## config.mk

```make
export PLATFORM = sky130hd
export DESIGN_NAME = cnn_sequencer_flat
export DESIGN_NICKNAME = d
export VERILOG_FILES = /design/src/rtl/cnn_sequencer_pkg.sv /design/src/rtl/cnn_sequencer_if.sv /design/src/rtl/cnn_seq_watchdog.sv /design/src/rtl/cnn_sequencer.sv /design/src/flat_wrapper.sv
export SDC_FILE = /design/constraint.sdc
export NUM_CORES = 1
export LEC_CHECK = 0
export CORE_UTILIZATION = 35
export CTS_CLUSTER_DIAMETER = 30
export DETAILED_ROUTE_END_ITERATION = 7
export MAX_ROUTING_LAYER = met4
export PLACE_DENSITY = 0.66
export SYNTH_ARGS = -nofsm -noshare
export SYNTH_HDL_FRONTEND = slang
export SYNTH_SLANG_ARGS = --single-unit
```

## constraint.sdc

```tcl
create_clock -name clk -period 5.7 [get_ports clk]
set_input_delay 0.57 -clock clk [delete_from_list [all_inputs] [get_ports clk]]
set_output_delay 0.57 -clock clk [all_outputs]
set_load 0.03 [all_outputs]
```

## src/rtl/cnn_sequencer_pkg.sv

```systemverilog
// Shared types and constants for the digit-classifier control path.
package cnn_pkg;

  localparam int NUM_PIXELS = 256;  // 16x16 image
  localparam int ADDR_W     = 8;    // NUM_PIXELS == 2**ADDR_W
  localparam int NUM_STAGES = 5;    // conv, relu, flatten, fc, classify
  localparam int TIMEOUT_W  = 16;
  localparam int CLASS_W    = 4;

  typedef enum logic [2:0] {
    IDLE,
    LOAD,
    KICK,
    WAIT,
    STORE,
    ERROR
  } seq_state_t;

  typedef enum logic [2:0] {
    ST_CONV  = 3'd0,
    ST_RELU  = 3'd1,
    ST_FLAT  = 3'd2,
    ST_FC    = 3'd3,
    ST_CLASS = 3'd4
  } stage_idx_t;

  // One-hot start vector for a stage index.
  function automatic logic [NUM_STAGES-1:0] stage_onehot(input stage_idx_t k);
    logic [NUM_STAGES-1:0] v;
    v    = '0;
    v[k] = 1'b1;
    return v;
  endfunction

  // Next stage in the fixed pipeline order.
  function automatic stage_idx_t stage_next(input stage_idx_t k);
    return stage_idx_t'(k + 3'd1);
  endfunction

endpackage

```

## src/rtl/cnn_sequencer_if.sv

```systemverilog
// Host, image-loader and stage handshake bundle for the sequencer.
interface cnn_sequencer_if;

  logic                           start;
  logic                           abort;
  logic [cnn_pkg::TIMEOUT_W-1:0]  timeout_cycles;
  logic [cnn_pkg::ADDR_W-1:0]     img_addr;
  logic                           img_valid;
  logic                           img_ready;
  logic [cnn_pkg::NUM_STAGES-1:0] stage_start;
  logic [cnn_pkg::NUM_STAGES-1:0] stage_done;
  logic [cnn_pkg::CLASS_W-1:0]    class_in;
  logic [cnn_pkg::CLASS_W-1:0]    result;
  logic                           result_valid;
  logic                           busy;
  logic                           error;

  // Sequencer side.
  modport master (
    input  start, abort, timeout_cycles, img_ready, stage_done, class_in,
    output img_addr, img_valid, stage_start, result, result_valid, busy, error
  );

  // Host / datapath side.
  modport slave (
    output start, abort, timeout_cycles, img_ready, stage_done, class_in,
    input  img_addr, img_valid, stage_start, result, result_valid, busy, error
  );

endinterface

```

## src/rtl/cnn_seq_watchdog.sv

```systemverilog
// Per-stage watchdog: counts enabled cycles since the last clear and flags
// the cycle in which the count reaches a nonzero limit. A limit of zero
// disables the flag. The counter saturates instead of wrapping.
module cnn_seq_watchdog #(
  parameter int W = 16
) (
  input  logic         clk,
  input  logic         rst_n,
  input  logic         clr,
  input  logic         en,
  input  logic [W-1:0] limit,
  output logic         expired
);

  logic [W-1:0] count_q;
  logic [W-1:0] count_d;
  logic [W-1:0] count_inc;

  // Next count: clear wins, otherwise count enabled cycles up to saturation.
  always_comb begin
    count_inc = count_q + 1'b1;
    count_d   = count_q;
    if (clr) begin
      count_d = '0;
    end else if (en && (count_q != '1)) begin
      count_d = count_inc;
    end
  end

  // Expiry is flagged in the enabled cycle that brings the count to the limit.
  assign expired = en && !clr && (limit != '0) && (count_inc == limit);

  // Count register.
  always_ff @(posedge clk or negedge rst_n) begin
    if (!rst_n) begin
      count_q <= '0;
    end else begin
      count_q <= count_d;
    end
  end

endmodule

```

## src/rtl/cnn_sequencer.sv

```systemverilog
// Top-level sequencer: streams the image addresses to the loader, then
// kicks each compute stage in order and waits for its done pulse, latching
// the class result at the end. All outputs come straight from flops.
module cnn_sequencer
  import cnn_pkg::*;
(
  input logic             clk,
  input logic             rst_n,
  cnn_sequencer_if.master bus
);

  seq_state_t              state_q, state_d;
  stage_idx_t              stage_q, stage_d;
  logic [ADDR_W-1:0]       addr_q, addr_d;
  logic [CLASS_W-1:0]      result_q, result_d;
  logic                    error_q, error_d;
  logic                    img_valid_q, img_valid_d;
  logic                    busy_q, busy_d;
  logic                    result_valid_q, result_valid_d;
  logic [NUM_STAGES-1:0]   stage_start_q, stage_start_d;

  logic                    wd_clr;
  logic                    wd_en;
  logic                    wd_expired;
  logic                    done_k;
  logic                    last_pixel;

  // Only the done bit of the stage currently being waited on matters.
  assign done_k     = bus.stage_done[stage_q];
  assign last_pixel = (addr_q == ADDR_W'(NUM_PIXELS - 1));

  cnn_seq_watchdog #(
    .W (TIMEOUT_W)
  ) u_watchdog (
    .clk     (clk),
    .rst_n   (rst_n),
    .clr     (wd_clr),
    .en      (wd_en),
    .limit   (bus.timeout_cycles),
    .expired (wd_expired)
  );

  // Next-state and next-output logic; outputs are derived from the next state
  // so they line up with the state they describe.
  always_comb begin
    state_d  = state_q;
    stage_d  = stage_q;
    addr_d   = addr_q;
    result_d = result_q;
    error_d  = error_q;
    wd_clr   = 1'b0;
    wd_en    = 1'b0;

    if (bus.abort) begin
      // Abort beats everything, including a coincident final done.
      state_d = IDLE;
      stage_d = ST_CONV;
      addr_d  = '0;
      error_d = 1'b0;
    end else begin
      unique case (state_q)
        IDLE, ERROR: begin
          if (bus.start) begin
            state_d = LOAD;
            stage_d = ST_CONV;
            addr_d  = '0;
            error_d = 1'b0;
          end
        end
        LOAD: begin
          if (bus.img_ready) begin
            // Natural wrap returns the address to 0 after the last pixel.
            addr_d = addr_q + 1'b1;
            if (last_pixel) begin
              state_d = KICK;
              stage_d = ST_CONV;
            end
          end
        end
        KICK: begin
          wd_clr  = 1'b1;
          state_d = WAIT;
        end
        WAIT: begin
          wd_en = 1'b1;
          if (done_k) begin
            if (stage_q == ST_CLASS) begin
              result_d = bus.class_in;
              state_d  = STORE;
            end else begin
              stage_d = stage_next(stage_q);
              state_d = KICK;
            end
          end else if (wd_expired) begin
            state_d = ERROR;
            error_d = 1'b1;
          end
        end
        STORE: begin
          state_d = IDLE;
          stage_d = ST_CONV;
        end
        default: begin
          state_d = IDLE;
        end
      endcase
    end

    img_valid_d    = (state_d == LOAD);
    busy_d         = (state_d != IDLE) && (state_d != ERROR);
    result_valid_d = (state_d == STORE);
    stage_start_d  = (state_d == KICK) ? stage_onehot(stage_d) : '0;
  end

  // State and registered outputs.
  always_ff @(posedge clk or negedge rst_n) begin
    if (!rst_n) begin
      state_q        <= IDLE;
      stage_q        <= ST_CONV;
      addr_q         <= '0;
      result_q       <= '0;
      error_q        <= 1'b0;
      img_valid_q    <= 1'b0;
      busy_q         <= 1'b0;
      result_valid_q <= 1'b0;
      stage_start_q  <= '0;
    end else begin
      state_q        <= state_d;
      stage_q        <= stage_d;
      addr_q         <= addr_d;
      result_q       <= result_d;
      error_q        <= error_d;
      img_valid_q    <= img_valid_d;
      busy_q         <= busy_d;
      result_valid_q <= result_valid_d;
      stage_start_q  <= stage_start_d;
    end
  end

  assign bus.img_addr     = addr_q;
  assign bus.img_valid    = img_valid_q;
  assign bus.stage_start  = stage_start_q;
  assign bus.result       = result_q;
  assign bus.result_valid = result_valid_q;
  assign bus.busy         = busy_q;
  assign bus.error        = error_q;

endmodule

```

## src/flat_wrapper.sv

```systemverilog
// flat-port wrapper written by rule: the top's interface ports become plain ports
module cnn_sequencer_flat import cnn_pkg::*;
  (clk, rst_n, bus_start, bus_abort, bus_timeout_cycles, bus_img_ready, bus_stage_done, bus_class_in, bus_img_addr, bus_img_valid, bus_stage_start, bus_result, bus_result_valid, bus_busy, bus_error);
  cnn_sequencer_if bus_i ();
  input logic clk;
  input logic rst_n;
  input wire logic [$bits(bus_i.start)-1:0] bus_start;
  input wire logic [$bits(bus_i.abort)-1:0] bus_abort;
  input wire logic [$bits(bus_i.timeout_cycles)-1:0] bus_timeout_cycles;
  input wire logic [$bits(bus_i.img_ready)-1:0] bus_img_ready;
  input wire logic [$bits(bus_i.stage_done)-1:0] bus_stage_done;
  input wire logic [$bits(bus_i.class_in)-1:0] bus_class_in;
  output wire logic [$bits(bus_i.img_addr)-1:0] bus_img_addr;
  output wire logic [$bits(bus_i.img_valid)-1:0] bus_img_valid;
  output wire logic [$bits(bus_i.stage_start)-1:0] bus_stage_start;
  output wire logic [$bits(bus_i.result)-1:0] bus_result;
  output wire logic [$bits(bus_i.result_valid)-1:0] bus_result_valid;
  output wire logic [$bits(bus_i.busy)-1:0] bus_busy;
  output wire logic [$bits(bus_i.error)-1:0] bus_error;
  assign bus_i.start = bus_start;
  assign bus_i.abort = bus_abort;
  assign bus_i.timeout_cycles = bus_timeout_cycles;
  assign bus_i.img_ready = bus_img_ready;
  assign bus_i.stage_done = bus_stage_done;
  assign bus_i.class_in = bus_class_in;
  assign bus_img_addr = bus_i.img_addr;
  assign bus_img_valid = bus_i.img_valid;
  assign bus_stage_start = bus_i.stage_start;
  assign bus_result = bus_i.result;
  assign bus_result_valid = bus_i.result_valid;
  assign bus_busy = bus_i.busy;
  assign bus_error = bus_i.error;
  cnn_sequencer u_core (.clk(clk), .rst_n(rst_n), .bus(bus_i));
endmodule
```

**Word-level counts from Yosys, hierarchy flattened**

Cells that the tools add are included.

- Input port bits: 30
- Output and inout port bits: 21
- Word-level logic and storage cells: 86
- Flip-flop bits (word level): 43

- Order comparisons: 3
- Equality and inequality tests: 17
- Add/subtract/negate cells: 3
- Bitwise logic cells: 1
- Multiplexer cells: 35
- Reduce and logical (&&, ||, !) cells: 17

Operator list:

| operator | count |
|---|---|
| two-way mux 3 bit | 13 |
| two-way mux 16 bit | 2 |
| two-way mux 8 bit | 3 |
| case mux 3 bit (4 select lines) | 2 |
| adder 16 x 1 -> 16 bit, second input constant | 1 |
| == test 16 bit | 1 |
| inequality test 16 bit, second input constant | 1 |
| case mux 8 bit (2 select lines) | 1 |
| nonzero test 16 bit | 1 |
| inequality test 3 bit, second input constant | 5 |
| == test 3 bit, second input constant | 4 |
| two-way mux 1 bit | 10 |
| == test 3 x 2 -> 1 bit, second input constant | 3 |
| nonzero test 3 bit | 3 |
| adder 8 x 1 -> 8 bit, second input constant | 1 |
| == test 8 bit, second input constant | 1 |
| < comparator 3 x 4 -> 1 bit, second input constant | 2 |
| AND reduction 4 bit | 2 |
| == test 3 x 1 -> 1 bit, second input constant | 2 |
| logical AND 1 bit | 6 |
| two-way mux 5 bit | 1 |
| adder 3 x 1 -> 3 bit, second input constant | 1 |
| binary-select mux 1 bit (select 3 bit) | 1 |
| demux 1 bit (select 3 bit) | 1 |
| other kinds (8) | 8 |

**Depth between registers and ports, before layout**

Gate-level depths: netlist of run 1.

- Depth in word-level cells: 13
- Mapped depth: 9
- Depth with buffers taken out: 8

**By module**

Synthesis of run 1 repeated with hierarchy kept, for this count alone.

- Cells, all modules: 324
- Area, all modules: 2935.3 um2

By module, submodules not included:

| module | area each (um2) | cells an instance | seq. area each (um2) | times used |
|---|---|---|---|---|
| cnn_sequencer | 1572.8 | 162 | 675.6 | 1 |
| cnn_seq_watchdog | 1362.6 | 162 | 400.4 | 1 |

**Least setup slack after synthesis of run 1**

OpenSTA, ideal clock, no wires.

- Kind: register to register
- Start point: register u_core.u_watchdog.count_q[0]
- End point: register u_core.img_valid_q (netlist: u_core.bus.img_valid)
- Buffers on the path: 1
- Data arrival time: 2.375 ns
- Clock period less this slack: 2.443 ns
- Path slack: 3.257 ns
- Setup time: 0.068 ns
- Cell stages (with the launch flop): 10
- Required time: 5.632 ns
- Cell sequence: dfrtp_1 > ha_1 > and3_1 > buf_2 > and3_1 > xor3_1 > nor4_1 > nand4_2 > a21oi_4 > and4_1

- Cells in the longest elaborated chain, start to end: 8

Ends and longest elaborated chain:

| item | RTL line | source |
|---|---|---|
| from (decl) | cnn_seq_watchdog.sv:15 | `logic [W-1:0] count_q;` |
| from (signal assigned) | cnn_seq_watchdog.sv:38 | `count_q <= count_d;` |
| adder 16 x 1 -> 16 bit | cnn_seq_watchdog.sv:21 | `count_inc = count_q + 1'b1;` |
| == test 16 bit | cnn_seq_watchdog.sv:31 | `assign expired = en && !clr && (limit != '0) && (count_inc == limit);` |
| logical AND 1 bit | cnn_seq_watchdog.sv:31 |  |
| two-way mux 3 bit | cnn_sequencer.sv:94 | `end else if (wd_expired) begin` |
| two-way mux 3 bit | cnn_sequencer.sv:86 | `if (done_k) begin` |
| case mux 3 bit (4 select lines) | cnn_sequencer.sv:61 | `unique case (state_q)` |
| two-way mux 3 bit | cnn_sequencer.sv:54 | `if (bus.abort) begin` |
| == test 3 x 1 -> 1 bit | cnn_sequencer.sv:109 | `img_valid_d = (state_d == LOAD);` |
| named net u_core.img_valid_d | cnn_sequencer.sv:17 | `logic img_valid_q, img_valid_d;` |
| to (signal assigned) | cnn_sequencer.sv:133 | `img_valid_q <= img_valid_d;` |
| to (decl) | cnn_sequencer.sv:17 |  |

The timed path passes the listed nets, and every way through them passes these cells.
A chain may end at the register's enable or synchronous reset.

**Worst setup path after layout of run 1**

- Start point: register u_core.u_watchdog.count_q[0]
- End point: register u_core.u_watchdog.count_q[13]

- Cells in the longest elaborated chain, start to end: 3
- Elaborated cells between the ends (all ways): 6
- Classes of those cells: add/sub (1); eq/ne (1); mux (2); reduce/logical (2)

Ends and longest elaborated chain:

| item | RTL line | source |
|---|---|---|
| adder 16 x 1 -> 16 bit / inequality test 16 bit (equally long branches) | cnn_seq_watchdog.sv:21, cnn_seq_watchdog.sv:25 |  |
| two-way mux 16 bit / logical AND 1 bit (equally long branches) | cnn_seq_watchdog.sv:25 | `end else if (en && (count_q != '1)) begin` |
| two-way mux 16 bit / nonzero test 2 bit (equally long branches) | - |  |

Several ways; a longest one is shown, not always the timed one. The select of a mux whose other input is x is not followed.

==> impl_metrics.json, run 1 <==
{
  "route.detailed.wl_per_inst_um": 15.1,
  "cp_max_fo": 16,
  "final_hold_viol_count": 0,
  "cap_violations": 0,
  "setup_repair_after_global_routing_missed_its_margin": "no",
  "postSynth.topFlopCell": "sky130_fd_sc_hd__dfrtp_1",
  "start_util_pct": 36.8,
  "synth_largest_area_cell": "sky130_fd_sc_hd__dfrtp_1",
  "place_congestion": 0.900,
  "area_growth_syn_to_layout_pct": 23.1,
  "cpPeakStageDelay_ns": 0.99,
  "cts_sinks": 43,
  "stdcell_count": 470,
  "critPathCaptureType": "flip-flop",
  "grt_pass1_vias": 2478,
  "power.total_mw": 0.643,
  "clock_path_buffers": 2,
  "timing_worst_slew_pin_value_ns": 1.22,
  "antennaDiodeCount": 0,
  "placement_rows": 32,
  "wl_mm": 7.10,
  "chipWidth_um": 92.9,
  "timing.hold.worst.class": "in -> async",
  "post_synth_instance_area_um2": 2890,
  "drv_slew": 0,
  "drt-initial-drc-count": 96,
  "p_sw_share_pct": 25.3,
  "post-cts-setup-buffers": 0,
  "cts-root-buf": "sky130_fd_sc_hd__clkbuf_8",
  "cts-buffers-inserted": 5,
  "power_per_cell_area_nw_per_um2": 181,
  "grt_first_pass_wirelength_mm": 12.0,
  "clkPwrFrac_pct": 38.3,
  "route.antenna.remaining_nets": 0,
  "timing.slew.headroom_pct": 18.5,
  "worst_setup_hold_path_clk_slew_ns": 0.09,
  "power_switching_mw": 0.163,
  "final_layout_size_suffix_gt1_share_pct": 8.42,
  "cell_internal_pwr_mw": 0.480,
  "p_leak_nw": 1.43,
  "synthCells": 326,
  "postSynthAreaPerCell_um2": 8.86,
  "ys_top_cells_by_area": "sky130_fd_sc_hd__dfrtp_1 37%, sky130_fd_sc_hd__o21ai_0 5.2%, sky130_fd_sc_hd__nor2_1 4.0%",
  "fin_worst_hold_slack_ns": 0.413,
  "drc": 0,
  "hpwl_mm": 5.29,
  "ios": 51,
  "drtPass1Iterations": 4,
  "number_of_nets_in_the_layout": 401,
  "nFillCells": 797,
  "initial_antenna_violation_count": 0,
  "num_vias": 2642,
  "die_h_um": 92.9,
  "cp-start-kind": "flip-flop",
  "synth_cell_types": 60,
  "cts-resized-gates": 0,
  "grt_use_total_pct": 17.9,
  "cp.required_ns": 5.90,
  "synth.net_count": 360,
  "core_area_um2": 7850,
  "status": "finished clean",
  "postSynth.asyncResetShare_pct": 100,
  "htree_num_levels": 2,
  "drt-vias-per-instance": 5.62,
  "ys.warnings.count": 0,
  "cts_tree": "built",
  "post_cts_hold_buffer_count": 0,
  "power.share.combinational_pct": 12.5,
  "worstPathArrival_ns": 3.31,
  "fp.dieArea_um2": 8620,
  "timing.critical_path.cells": "ha_1, nand4_1, nor2_1, nand3_1, o21ai_1, a21boi_1, o21ai_0, o41ai_1",
  "min_period_over_period_pct": 54.4,
  "finalWorstPathRequiredPeriod_ns": 3.10,
  "synth_common_cells": "43 x sky130_fd_sc_hd__dfrtp_1, 31 x sky130_fd_sc_hd__nor2_1, 30 x sky130_fd_sc_hd__o21ai_0, 25 x sky130_fd_sc_hd__nand2_1, 13 x sky130_fd_sc_hd__xnor2_1",
  "clock_skew_ns": 0.00438,
  "grt_start_max_net_pins": 44,
  "worstSetupPathType": "reg -> reg",
  "yosysMostFrequentCell": "sky130_fd_sc_hd__dfrtp_1",
  "total_negative_setup_slack_ns": 0,
  "setup_viol": 0,
  "achievable_freq_mhz": 322,
  "vdd_ir_drop_max_mv": 0.0799,
  "synth_top_area_share_pct": 37.2,
  "ys_ff_latch": 43,
  "globalRoute.totalOverflow": 0,
  "synth_seq_area_share_pct": 37.2,
  "synth-edff-count": 0,
  "clock_insertion_delay_worst_skew_ns": 0.31,
  "placedCellCount": 462,
  "timing.critical_path.slowest_stage_cell": "sky130_fd_sc_hd__a21boi_1",
  "p_seq_share_pct": 49.2,
  "port_buffers": 50
}
==> cell type report <==
| type | instances | area, µm² | share of cell area, % |
|---|---|---|---|
| Clock inverter | 3 | 43.8 | 1.23 |
| Sequential cell | 43 | 1080 | 30.2 |
| Clock buffer | 5 | 68.8 | 1.93 |
| Tap cell | 102 | 128 | 3.59 |
| Multi-Input combinational cell | 254 | 1690 | 47.6 |
| Inverter | 12 | 45.0 | 1.27 |
| Timing Repair Buffer | 51 | 503 | 14.1 |
==> through the flow <==
stage,area [µm²],util [%],setup slack [ns]
6_report,3560,45.3,2.60
3_5_place_dp,3440,43.9,2.51
2_1_floorplan,2890,-,3.26
3_3_place_gp,3440,43.9,2.65
5_1_grt,3560,45.3,2.26
4_1_cts,3560,45.3,2.68
==> layer usage <==
metal | share of wire (%) | up-vias | track usage (%)
met2 | 47 | 62 | 28.3
met3 | 4.9 | 6 | 4.11
li1 | - | 1296 | -
met1 | 47 | 1278 | 23.5
met5 | 0 | - | -
met4 | 0.96 | 0 | 3.33
==> kinds of logic (layout without fill, tap and decap cells) <==
kind of cell             count (synthesis)  in the layout  share of synthesized area [%]
multiplexers                            10             10                           3.81
adder cells (fa/ha/maj)                  4              4                           1.73
XOR/XNOR                                21             21                           6.89
flip-flops                              43             43                           37.2
AND/OR/NAND/NOR                        129            129                           24.5
AO/OA/AOI/OAI                           90             90                           21.7
buffers and inverters                   29             71                           4.16
==> flip-flops by register name (all words and copies together) (netlist names) <==
register	cells
u_core.bus.result_valid	1
u_core.bus.img_addr	8
u_core.bus.img_valid	1
u_core.stage_q	3
u_core.bus.stage_start	5
u_core.state_q	3
u_core.bus.result	4
u_core.bus.error	1
u_core.u_watchdog.count_q	16
u_core.bus.busy	1
==> cells in the final DEF (no fill, tap or decap), drive strengths merged, types with 9 or more instances in the layout <==
cell	netlist	layout
clkdlybuf4s50	0	49
dfrtp	43	43
o21ai	36	36
nor2	31	31
nand2	25	25
xnor2	13	13
nand3	12	12
inv	12	12
a21oi	12	12
nand4	11	11
nor4	9	9
==> final timing paths <==
kind | startpoint | end | slack, ns | depth (start not counted)
worst max register to register | u_core.u_watchdog.count_q[0] | u_core.u_watchdog.count_q[13] | 2.60 | 8
max in group asynchronous | rst_n | u_core.bus.img_addr[4] | 4.69 | 1
min in group clk | u_core.bus.img_addr[7] | u_core.bus.img_addr[7] | 0.51 | 1
worst min register to register | u_core.bus.img_addr[7] | u_core.bus.img_addr[7] | 0.51 | 1
worst min-delay path | rst_n | u_core.bus.stage_start[3] | 0.41 | 1
worst max-delay path | u_core.u_watchdog.count_q[0] | u_core.u_watchdog.count_q[13] | 2.60 | 8
==> critical path, delay by kind of cell (launching register included) <==
kind / cells / cell delay (ns)
adders and majority gates: 1 / 0.32
AOI/OAI and AO/OA: 4 / 1.56
DFF: 1 / 0.48
and+or+nand+nor: 3 / 0.65
==> power by group through the flow <==
stage	Clock [mW]	Combinational, mW	Sequential [mW]
after global placement	0	0.0808	0.322
after CTS	0.248	0.0809	0.316
after detailed placement	0	0.0806	0.322
after global routing	0.266	0.0877	0.317
after floorplan	0	0.0364	0.324
final	0.246	0.0803	0.316
Power figures use the tool's default switching activity.
==> run 2: changes to the inputs <==
--- a/config.mk
+++ b/config.mk
@@ -9,7 +9,7 @@
 export CTS_CLUSTER_DIAMETER = 30
 export DETAILED_ROUTE_END_ITERATION = 7
 export MAX_ROUTING_LAYER = met4
-export PLACE_DENSITY = 0.66
+export PLACE_DENSITY = 0.68
 export SYNTH_ARGS = -nofsm -noshare
 export SYNTH_HDL_FRONTEND = slang
 export SYNTH_SLANG_ARGS = --single-unit
==> constraint.sdc (replaced) <==
create_clock -name clk -period 2.6 [get_ports clk]
set_input_delay 0.26 -clock clk [delete_from_list [all_inputs] [get_ports clk]]
set_output_delay 0.26 -clock clk [all_outputs]
set_load 0.03 [all_outputs]
==> run 2 against run 1 <==
  * Cell area is 7.4% higher
  * Fmax is 26% higher
  * Clock skew is 0.0084 ns higher
  * First-iteration DRC count is 39% higher
  * Sequential power is 120% higher
  * Via count is 4.2% higher
  * Combinational power is 140% higher
  * Wire length is 3.7% higher
  * Setup slack worse by 2.5 ns
  * Cell count is 6.2% higher
  * Critical path type unchanged
  * Largest cell class unchanged
  * Largest power group unchanged
==> impl_metrics.json, run 2 (synthesis results as in run 1) <==
{
  "status": "finished clean",
  "stdcell_count": 499,
  "setup_repair_after_global_routing_missed_its_margin": "yes",
  "die_h_um": 92.9,
  "cts_tree": "built",
  "achievable_freq_mhz": 407,
  "ios": 51,
  "setup_viol": 0,
  "antennaDiodeCount": 0,
  "cts-root-buf": "sky130_fd_sc_hd__clkbuf_8",
  "final_hold_viol_count": 0,
  "place_congestion": 0.881,
  "timing_worst_slew_pin_value_ns": 1.01,
  "vdd_ir_drop_max_mv": 0.197,
  "timing.slew.headroom_pct": 32.4,
  "cp-start-kind": "flip-flop",
  "post_cts_hold_buffer_count": 0,
  "route.detailed.wl_per_inst_um": 14.8,
  "htree_num_levels": 2,
  "port_buffers": 50,
  "clock_path_buffers": 2,
  "initial_antenna_violation_count": 0,
  "drc": 0,
  "core_area_um2": 7850,
  "top_register": "u_core.u_watchdog.count_q",
  "grt_pass1_vias": 2519,
  "drt-initial-drc-count": 133,
  "cp_max_fo": 8,
  "power_per_cell_area_nw_per_um2": 393,
  "worstSetupPathType": "reg -> reg",
  "drt-vias-per-instance": 5.52,
  "final_layout_size_suffix_gt1_share_pct": 16.6,
  "launching_element_of_the_worst_setup_path": "u_core.u_watchdog.count_q[1]",
  "grt_start_max_net_pins": 44,
  "chipWidth_um": 92.9,
  "cts_sinks": 43,
  "start_util_pct": 36.8,
  "fp.dieArea_um2": 8620,
  "number_of_nets_in_the_layout": 430,
  "nFillCells": 742,
  "clock_insertion_delay_worst_skew_ns": 0.29,
  "drtPass1Iterations": 5,
  "placedCellCount": 491,
  "fin_worst_hold_slack_ns": 0.137,
  "wl_mm": 7.36,
  "worstPathArrival_ns": 2.68,
  "total_negative_setup_slack_ns": 0,
  "cap_violations": 0,
  "cts-buffers-inserted": 5,
  "hpwl_mm": 5.46,
  "final_common_cell": "sky130_fd_sc_hd__clkdlybuf4s50_1",
  "power.total_mw": 1.50,
  "p_leak_nw": 1.58,
  "share_of_the_core_filled_with_cells_pct": 48.7,
  "critPathCaptureType": "flip-flop",
  "placement_rows": 32,
  "globalRoute.totalOverflow": 0,
  "route.antenna.remaining_nets": 0,
  "finalWorstPathRequiredPeriod_ns": 2.46,
  "clock_skew_ns": 0.0128,
  "min_period_over_period_pct": 94.6,
  "area_growth_syn_to_layout_pct": 32.2,
  "grt_use_total_pct": 18.2,
  "num_vias": 2754,
  "drv_slew": 0,
  "timing.hold.worst.class": "in -> async",
  "cp.required_ns": 2.82,
  "largest_register_ffs": 16,
  "grt_first_pass_wirelength_mm": 12.1,
  "mostFrequentLayoutCells": "49 x sky130_fd_sc_hd__clkdlybuf4s50_1, 40 x sky130_fd_sc_hd__dfrtp_1, 31 x sky130_fd_sc_hd__nor2_1",
  "worst_reg2reg_path_startpoint": "u_core.u_watchdog.count_q[1]",
  "worst_setup_hold_path_clk_slew_ns": 0.09
}
-- run 2: cell types whose count changed in the layout (fill, tap and decap cells not counted), sizes merged --
cell,before,now
clkinv,2,0
buf,2,31
clkbuf,5,6
bufinv,1,2
-- run 2: metrics by stage --
stage	setup slack, ns	instance area (µm²)
after floorplan	0.157	2890
after global placement	-0.0311	3660
after detailed placement	-0.135	3660
after CTS	0.0866	3790
after global routing	-0.0159	3820
final	0.141	3820
-- run 2: final timing paths --
kind                       slack (ns)                      endpoint  cells after the start
setup / recovery                 0.14          u_core.bus.img_valid                      9
hold / removal                   0.14               u_core.bus.busy                      1
setup reg to reg                 0.14          u_core.bus.img_valid                      9
hold reg to reg                  0.51        u_core.bus.img_addr[7]                      1
max in group asynchronous        1.78  u_core.u_watchdog.count_q[2]                      1
min in group clk                 0.51        u_core.bus.img_addr[7]                      1
-- run 2: what timing repair did --
| action | in CTS | in global routing |
|---|---|---|
| endpoints found under the hold margin | 0 | 0 |
| setup endpoints to repair | 0 | 10 |
| resized for setup | 0 | 8 |
| setup buffers | 0 | 0 |
-- run 2: critical path, cell delays in order (launching register included) --
cell                      delay, ns
sky130_fd_sc_hd__dfrtp_1       0.36
sky130_fd_sc_hd__ha_1          0.16
sky130_fd_sc_hd__buf_4         0.13
sky130_fd_sc_hd__nand4_1       0.14
sky130_fd_sc_hd__or4_1         0.45
sky130_fd_sc_hd__and3_4        0.20
sky130_fd_sc_hd__o31ai_4       0.24
sky130_fd_sc_hd__nand4_2       0.21
sky130_fd_sc_hd__a21oi_4       0.28
sky130_fd_sc_hd__and4_1        0.21
-- run 2: layout make-up --
type	count	area (µm²)	share of cell area [%]
clock inverter	2	60.1	1.57
clock buffer	6	72.6	1.90
timing repair buffer	80	721	18.9
inverter	12	45.0	1.18
sequential	43	1080	28.3
tap	102	128	3.34
multi-input combinational	254	1710	44.9
-- run 2: report_power, final --
part	switching [mW]	internal [mW]	total, mW
clock network	0.235	0.384	0.619
logic	0.0962	0.0969	0.193
registers	0.0102	0.678	0.688
-- run 2: layer usage --
metal  wire (µm)  global-route usage (%)  vias to the layer above  share of wire (%)
li1            -                       -                     1353                  -
met1        3420                    25.0                     1286                 47
met2        3400                    28.5                      109                 46
met3         480                    2.87                        6                6.5
met4          54                    3.59                        0               0.73
met5           0                       -                        -                  0
==> run 3: changes to the inputs <==
--- a/config.mk
+++ b/config.mk
@@ -8,6 +8,7 @@
 export CORE_UTILIZATION = 35
 export CTS_CLUSTER_DIAMETER = 30
 export DETAILED_ROUTE_END_ITERATION = 7
+export HOLD_SLACK_MARGIN = 0.12
 export MAX_ROUTING_LAYER = met4
 export PLACE_DENSITY = 0.68
 export SYNTH_ARGS = -nofsm -noshare
==> results of run 3 <==
No change in the layout: final DEF, timing and power equal those of run 2.
==> edit 1, RTL diff (settings of run 3) <==
The package constant `NUM_STAGES` goes from 5 to 6.
--- a/src/rtl/cnn_sequencer_pkg.sv
+++ b/src/rtl/cnn_sequencer_pkg.sv
@@ -4,5 +4,5 @@
   localparam int NUM_PIXELS = 256;  // 16x16 image
   localparam int ADDR_W     = 8;    // NUM_PIXELS == 2**ADDR_W
-  localparam int NUM_STAGES = 5;    // conv, relu, flatten, fc, classify
+  localparam int NUM_STAGES = 6;    // conv, relu, flatten, fc, classify
   localparam int TIMEOUT_W  = 16;
   localparam int CLASS_W    = 4;
Interface: changed (resized bus_stage_done and bus_stage_start); port bits go from 51 to 53. The function was not compared with the original's and may differ.
==> edit 1 against run 3 <==
The flow now finishes with violations (negative setup slack); area after synthesis is 0.48% higher; final area is 6.6% higher; worst setup slack worse by 0.36 ns; total power is 2.9% lower; sequential cell count grew 1; utilization up 2.9 points; via count rose by 2.5%; wire length up 1.3%; fmax fell by 13%; critical path depth down 1; sequential power increased by 1%; largest power group unchanged.
==> edit 1: results <==
set metrics [dict create \
    netSwitchingPower_uw 368.0 \
    wl_met1_um 3406 \
    start_kind "flip-flop" \
    drt_first_pass_iters 4 \
    route.detailed.drc 0 \
    arrival_ns 3.01 \
    multiInputGateArea_um2 1762 \
    slew_headroom_pct 32.82 \
    io_buffer_count 52 \
    vias_per_cell 5.375 \
    path_clk_slew_ns 0.09 \
    layout-drive-gt1-share_pct 22.93 \
    finalWirelength_um 7455 \
    synthXorXnorAreaFrac_pct 6.638 \
    seq_power_share_pct 47.8 \
    place_ws_ns -0.4934 \
    antenna_found_initial 0 \
    p_leak_nw 1.673 \
    finalSetupTns_ns -1.986 \
    drt_iter0_markers 102 \
    powerSeq_uw 696 \
    violations "negative setup slack" \
    met3_length_um 291 \
    dpl.cell_count 514 \
    layout.nets 457 \
    status "complete, but fails checks" \
    n_fill_cell 737 \
    use_met1_pct 23.43 \
    muxShareOfSynthArea_pct 3.319 \
    synth.area.top_cells "dfrtp_1 (38%), o21ai_0 (5.7%), xnor2_1 (3.6%)" \
    post-dp-hpwl_um 5520 \
    num_antenna_cells 0 \
    grt_use_met2_pct 32.84 \
    synth_cells 325 \
    slowest_delay_ns 0.52 \
    grt_max_degree 45 \
    netlist_top_cells_count "dfrtp_1 (44), o21ai_0 (33), nor2_1 (25), nand2_1 (20), nand3_1 (18)" \
    finClkSkew_ns 0.007378 \
    worst_slack_ns -0.2169 \
    ff2ff_path_depth 8 \
    worst-path-max-fanout 5 \
    ir_worst_vdd_mv 0.2338 \
    synth_compound_area_share_pct 20.00 \
    met3_usage_pct 3.415 \
    setup_viol 12 \
    critPathSlowestCell "or4_4" \
    reg2reg_from "u_core.u_watchdog.count_q[1]" \
    postCtsResizedCells 9 \
    grt_pass1_wl_um 12950 \
    yosysSeqAreaShare_pct 37.93 \
    wl_met2_um 3610 \
    synthAdderAreaFrac_pct 1.724 \
    combinationalPowerShare_pct 14.3 \
    cp-endpoint "u_core.bus.result[2]" \
    placed_cell_area_um2 3879 \
    post_cts_buffers 2 \
    gp_congestion 0.8792 \
    grt_use_total_pct 19.23 \
    synth.distinct_cells 61 \
    via_count 2822 \
]
==> edit 1: cell types whose count changed after synthesis, moves of 5 or more <==
cell,change
o31ai_1,+5
nand2_1,-5
o21ai_1,-6
nand3_1,+6
buf_2,-5
inv_1,-5
nor2_1,-6
==> edit 1: layout make-up <==
class / count / share of cell area, %
inverter: 6 / 0.5533
multi-input combinational: 257 / 43.28
sequential: 44 / 27.11
tap: 102 / 3.136
clock inverter: 3 / 1.137
clock buffer: 5 / 1.691
timing repair buffer: 108 / 23.09
==> edit 1: worst min path at each step <==
stage	from	to	slack (ns)	cells after the start
floorplan	rst_n	u_core.bus.busy	-0.04	0
global placement	rst_n	u_core.bus.img_addr[4]	0.48	1
detailed placement	rst_n	u_core.bus.img_addr[2]	0.49	1
CTS	rst_n	u_core.stage_q[2]	0.16	1
global route	rst_n	u_core.bus.stage_start[4]	0.20	1
finish	rst_n	u_core.bus.img_addr[4]	0.12	1
==> edit 2, RTL diff (flow settings as in run 3) <==
Without the edit above. Take the reset off `stage_start_q` and load it in a clocked block of its own.
--- a/src/rtl/cnn_sequencer.sv
+++ b/src/rtl/cnn_sequencer.sv
@@ -124,5 +124,4 @@
       busy_q         <= 1'b0;
       result_valid_q <= 1'b0;
-      stage_start_q  <= '0;
     end else begin
       state_q        <= state_d;
@@ -134,6 +133,9 @@
       busy_q         <= busy_d;
       result_valid_q <= result_valid_d;
-      stage_start_q  <= stage_start_d;
     end
+  end
+
+  always_ff @(posedge clk) begin
+    stage_start_q <= stage_start_d;
   end
 
Check against the original RTL: same outputs for any inputs over 10 cycles, from zero or initial values and one cycle with rst_n low; that may be too few to reach the edited logic, so the function may still have changed.
==> edit 2 against run 3 <==
Wire length is 17% higher; via count is 12% higher; first-iteration DRC count is 55% higher; final area is 4.8% higher; area after synthesis is 10% higher; worst setup slack worse by 0.014 ns; total power is 12% lower; sequential cell count stayed put; fmax is 0.58% lower; count of clock-buffer cells in the layout is 1 higher; die area is 10% higher; critical path type unchanged.
==> edit 2: results <==
set metrics [dict create \
    wl_met1_um 3862 \
    p_per_area_nw_per_um2 328.9 \
    swShare_pct 25.81 \
    reg2reg_to "u_core.bus.stage_start[2]" \
    via_count 3094 \
    drt_iter0_markers 206 \
    muxShareOfSynthArea_pct 3.608 \
    power_frac_clock_pct 34.9 \
    finClkSkew_ns 0.008627 \
    p_leak_nw 1.592 \
    synth.area.top_cells "dfrtp_1 (30%), o21ai_0 (5.6%), nor2_1 (4.0%)" \
    netlist_top_cells_count "dfrtp_1 (38), o21ai_0 (36), nor2_1 (34), nand2_1 (33), a21oi_1 (17)" \
    worst_slack_ns 0.1271 \
    syn_nets 402 \
    ir_worst_vdd_mv 0.2153 \
    synth_compound_area_share_pct 21.29 \
    status "complete, no violations" \
    synthArstFlopShare_pct 88.37 \
    powerComb_uw 180 \
    holdWs_ns 0.07040 \
    grt_pass1_vias 2913 \
    synthAdderAreaFrac_pct 1.569 \
    synth.avg_cell_area_um2 8.670 \
    wl_met2_um 4140 \
    crit_start "u_core.u_watchdog.count_q[0]" \
    finalWirelength_um 8622 \
    layout-drive-gt1-share_pct 18.01 \
    place_ws_ns -0.06954 \
    dpl.cell_count 533 \
    worst_slew_pin_slew_ns 0.8760 \
    arrival_ns 2.65 \
    met3_length_um 496 \
    grt_use_total_pct 19.39 \
    layout.nets 466 \
    post-dp-hpwl_um 6463 \
]
[edit 2: cell count changes after synthesis, moves of 5 or more]
cell     delta
dfxtp_1     +5
a21oi_1     +6
o21ai_1     -6
dfrtp_1     -5
o21ai_0     +6
nand2_1     +8
[edit 2: critical path, stage by stage, from the launching register on]
cell,delay (ns)
dfrtp_2,0.45
ha_1,0.24
buf_4,0.16
and2_1,0.14
a211o_1,0.28
a31oi_1,0.30
a211oi_1,0.09
nand4_1,0.15
o21bai_2,0.13
a2111oi_1,0.42
[edit 2: metal layers]
metal | vias up | global-route usage, %
met1 | 1489 | 25.63
met5 | - | -
met4 | 0 | 5.430
met3 | 9 | 2.734
met2 | 107 | 31.04
li1 | 1489 | -
[edit 2: cell type report]
cell class,instances,area (um2),area share [%]
repair buffers,79,713.2,17.82
flip-flops and latches,43,1054,26.32
clock buffers,7,86.33,2.157
multi-input cells,292,1964,49.08
inverters,11,41.29,1.032
well taps,108,135.1,3.376
clock inverters,1,8.758,0.2188
